`src/rtl/io_port_sched.sv`:
```
// Purpose: four 1-entry input buffers with a shared round-robin capture path, plus four 1-entry output buffers for CPU port I/O.
// Latency: a captured byte is readable the cycle after capture; a CPU write is visible on out_valid/out_data the cycle after.
// Backpressure: io_stall holds a read of an empty input buffer or a write to a full, unaccepted output buffer; in_ready grants at most one port per cycle.
module io_port_sched #(
    parameter int DW = 8
) (
    input  logic            clk,
    input  logic            reset,
    input  logic            io_rd,
    input  logic            io_wr,
    input  logic [1:0]      io_addr,
    input  logic [DW-1:0]   io_wdata,
    output logic [DW-1:0]   io_rdata,
    output logic            io_stall,
    input  logic [3:0]      in_valid,
    input  logic [4*DW-1:0] in_data,
    output logic [3:0]      in_ready,
    output logic [3:0]      out_valid,
    output logic [4*DW-1:0] out_data,
    input  logic [3:0]      out_ready
);

    logic [DW-1:0] in_buf  [4];
    logic [DW-1:0] out_buf [4];
    logic [3:0]    in_full;
    logic [1:0]    rr;

    logic [3:0] cand;
    logic [3:0] grant;
    logic [1:0] gidx;
    logic [1:0] idx;
    logic       found;
    logic [3:0] cap;
    logic       rd_hit;
    logic       rd_stall;
    logic       wr_stall;
    logic       wr_ok;

    assign rd_hit = io_rd & in_full[io_addr];

    // A full buffer being read this cycle may refill on the same edge.
    always_comb begin
        cand = '0;
        for (int i = 0; i < 4; i++) begin
            cand[i] = (in_valid[i] & ~in_full[i])
                    | (in_full[i] & io_rd & (io_addr == 2'(i)));
        end
    end

    always_comb begin
        grant = '0;
        gidx  = '0;
        idx   = '0;
        found = 1'b0;
        for (int k = 0; k < 4; k++) begin
            idx = rr + 2'(k);
            if (!found && cand[idx]) begin
                grant[idx] = 1'b1;
                gidx       = idx;
                found      = 1'b1;
            end
        end
    end

    assign in_ready = reset ? grant : 4'b0000;
    assign cap      = in_ready & in_valid;

    assign rd_stall = reset & io_rd & ~in_full[io_addr];
    // A simultaneous read wins, so the write path neither stalls nor commits.
    assign wr_stall = reset & io_wr & ~io_rd & out_valid[io_addr] & ~out_ready[io_addr];
    assign wr_ok    = io_wr & ~io_rd & (~out_valid[io_addr] | out_ready[io_addr]);
    assign io_stall = rd_stall | wr_stall;
    assign io_rdata = (reset && rd_hit) ? in_buf[io_addr] : '0;

    for (genvar g = 0; g < 4; g++) begin : g_out
        assign out_data[g*DW +: DW] = out_buf[g];
    end

    always_ff @(posedge clk) begin
        if (!reset) begin
            in_full   <= '0;
            out_valid <= '0;
            rr        <= '0;
            for (int i = 0; i < 4; i++) begin
                in_buf[i]  <= '0;
                out_buf[i] <= '0;
            end
        end else begin
            for (int i = 0; i < 4; i++) begin
                if (cap[i]) begin
                    in_buf[i]  <= in_data[i*DW +: DW];
                    in_full[i] <= 1'b1;
                end else if (rd_hit && io_addr == 2'(i)) begin
                    in_full[i] <= 1'b0;
                end

                if (wr_ok && io_addr == 2'(i)) begin
                    out_buf[i]   <= io_wdata;
                    out_valid[i] <= 1'b1;
                end else if (out_valid[i] && out_ready[i]) begin
                    out_valid[i] <= 1'b0;
                end
            end
            if (|cap) begin
                rr <= gidx + 2'd1;
            end
        end
    end

endmodule

```
`config.mk`:
```
export PLATFORM = sky130hd
export DESIGN_NAME = io_port_sched
export DESIGN_NICKNAME = d
export VERILOG_FILES = /design/src/rtl/io_port_sched.sv
export SDC_FILE = /design/constraint.sdc
export NUM_CORES = 1
export LEC_CHECK = 0
export CAP_MARGIN = 20
export CORE_MARGIN = 8
export CORE_UTILIZATION = 56
export CTS_BUF_LIST = sky130_fd_sc_hd__clkbuf_2 sky130_fd_sc_hd__clkbuf_4 sky130_fd_sc_hd__clkbuf_8
export DETAILED_ROUTE_END_ITERATION = 8
export DONT_BUFFER_PORTS = 1
export GPL_TIMING_DRIVEN = 0
export PLACE_DENSITY = 0.73
export REMOVE_ABC_BUFFERS = 1
export SLEW_MARGIN = 10
export SYNTH_ARGS = -nofsm -noshare
export SYNTH_HDL_FRONTEND = slang
export SYNTH_SLANG_ARGS = --single-unit
```
`constraint.sdc`:
```
create_clock -name clk -period 10.2 [get_ports clk]
set_input_delay 0 -clock clk [delete_from_list [all_inputs] [get_ports clk]]
set_output_delay 0 -clock clk [all_outputs]
set_load 0.01 [all_outputs]
```
==> metrics.yaml <==
routing:
  viasPerCell: 6.105
  drc_errors: 0
  wl_um: 10030
  via_count: 2845
  postRouteAntennaNets: 0
  wire_per_inst_um: 21.52
  drtIter0Drc: 249
  dr.pass1.iters: 5
finish:
  fin_area_um2: 4621
  fin_util: 0.6877
  layout.nets: 442
  fill_cells: 472
  final_common_cell: "and2_1"
  syn_to_final_growth_pct: 20.10
  drive_gt1_frac: 0.1117
  stdcell_count: 466
  most-common-layout-cells: "and2_1, edfxtp_1, dlygate4sd3_1, nor2_1, nand2_1"
power:
  leakagePower_uw: 0.001752
  p_per_area_nw_per_um2: 214.0
  p_total_uw: 988.7
  irDropWorstVdd_v: 0.0001442
sta:
  post-route-min-period_ps: 4529
  tightest_slew_ps: 820.3
  setup_tns_ps: 0
  min_period_over_period: 0.4440
  finClkSkew_ps: 15.66
  max_freq_mhz: 220.8
  hold_viol: 0
  rsz0062_at_grt: "no"
  finalSetupViolCount: 0
  slew_violations: 0
  slew_headroom: 0.4532
yosys:
  syn_inst: 326
  ys_ff_latch: 74
  yosysSeqAreaShare: 0.5515
  synth_async_sr_flop_share: 0
  syn-mean-instance-area_um2: 11.80
  synth_area_um2: 3847
  ys.flop_type: "edfxtp_1"
  synth-edff-count: 64
  ys_types: 55
  ys_warn_count: 0
clock_network:
  cts_tree: "built"
  clk_pin_slew_worst_paths_ps: 80
  cts_resized: 0
  clock_sinks: 74
  clockBufferDepth: 2
  cts_buffers: 9
  root_buffer: "clkbuf_8"
  clock_latency_ps: 350
  htreeDepth: 3
setup_path:
  critPathMaxStageDelay_ps: 760
  critPathRequiredTime_ps: 10210
  slowest_stage: "o32ai_1"
  cp_cell_sequence: "inv_2 -> ha_1 -> inv_1 -> nor3_2 -> nor3_1 -> a311oi_1 -> a221oi_1 -> o32ai_1 -> buf_2 -> nand2b_1"
  reg2reg_slack_ps: 5670
  startpoint_type: "register"
  crit_buf_inv: 3
  path_delay_family: "compound AO/OA/AOI/OAI gates"
  worstPathArrival_ps: 4540
  critPathMaxFanout: 16
  crit_path_end_kind: "register"
  critPathKind: "register to register"
grt:
  globalRouteTotalUtil: 0.2044
  grt_first_pass_wirelength_um: 15470
  grt-ovfl-total: 0
  grt_antenna_before_repair: 1
  grt_pass1_vias: 2876
  grt_max_degree: 23
die:
  row_count: 30
  start_util: 0.5726
  core_area_um2: 6719
  die_h_um: 98.89
  die_w_um: 98.89
  pin_count: 103
  die-area_um2: 9779
place:
  io_buffers: 0
  gp_congestion: 0.8517
  place_inst: 394
  placed_area_um2: 3895
  dpl.hpwl_um: 6474
status:
  outcome: "finished clean"
worst_hold_path:
  hold_path_class: "input port to register"
run:
  maxCapViolations: 0
## kinds of logic (layout without fill, tap and decap cells)
family,after synthesis,count (layout),share of synthesized area
xor gates and xnor gates,1,1,0.002277
other,0,1,0
AOI/OAI and AO/OA,50,50,0.09138
buffers and inverters,22,81,0.02634
DFF,74,74,0.5515
muxes,13,13,0.06341
and+or+nand+nor,158,158,0.2390
adders and majority gates,8,8,0.02602
## registers in the layout (all words and copies together), names as in the netlist
name / flops
in_buf: 32
rr: 2
out_valid: 4
out_buf: 32
in_full: 4
## cell type report
cell class / instances / area, um2 / area share
Tap cell: 80 / 100.1 / 0.02166
Timing Repair Buffer: 58 / 545.5 / 0.1181
Antenna cell: 1 / 2.502 / 0.0005416
Inverter: 7 / 26.28 / 0.005686
Multi-Input combinational cell: 230 / 1632 / 0.3531
Clock buffer: 9 / 123.9 / 0.02681
Clock inverter: 7 / 68.82 / 0.01489
Sequential cell: 74 / 2122 / 0.4592
## metal layers
metal | vias to the layer above | share of wire | global-route usage
met5 | - | 0 | 0
met4 | 0 | 0.020 | 0.07438
met3 | 19 | 0.083 | 0.04369
met2 | 164 | 0.49 | 0.3384
met1 | 1360 | 0.41 | 0.2563
li1 | 1302 | - | -
## power by group
group | internal, uW | switching [uW] | total [uW] | leakage (uW)
Combinational | 147 | 201 | 348 | 0.000906
Sequential | 379 | 37.6 | 417 | 0.000760
Clock | 112 | 112 | 224 | 0.0000870
## final timing paths
path,start,endpoint,cells past startpoint
worst min-delay path,io_wr,out_valid[0]$_SDFFE_PN0P_,2
worst min register to register,in_full[3]$_SDFFE_PN0P_,in_full[3]$_SDFFE_PN0P_,1
worst max-delay path,rr[0]$_SDFFE_PN0P_,in_buf[2][5]$_SDFFCE_PN0P_,10
worst max register to register,rr[0]$_SDFFE_PN0P_,in_buf[2][5]$_SDFFCE_PN0P_,10
## synthesized netlist by cell type, types with 2 or more instances
master    number  area [um2]
a211oi_1       2       15.01
a21o_1         2       15.01
a21oi_1       10       50.05
a221oi_1       4       35.03
a22oi_1        2       15.01
a31o_2         4       35.03
a31oi_1        3       18.77
and2_1        65       406.6
buf_6          2       22.52
clkbuf_1      11       41.29
dfxtp_1       10       200.2
edfxtp_1      64        1922
ha_1           8       100.1
inv_1          6       22.52
mux2i_1        3       30.03
mux4_2         9       202.7
nand2_1       17       63.81
nand2b_1       7       43.79
nand3_1       13       65.06
nand4b_1       2       17.52
nor2_1        24       90.09
nor2b_1       12       75.07
nor3_2         2       20.02
o21ai_0        9       45.04
o221ai_1       2       17.52
o32ai_1        4       35.03
## per-stage QoR
step / setup slack, ps / hold WS [ps]
floorplan: 6765 / 89.96
CTS: 5852 / 11.71
global route: 5485 / 39.77
finish: 5671 / 41.99
global placement: 5705 / 119.1
detailed placement: 5876 / 115.5
## timing repair
item / CTS / global route
hold endpoints to repair: 74 / 4
buffers inserted: 0 / 0
hold buffers: 50 / 1
Note: power is estimated with default switching activity, not from simulation.
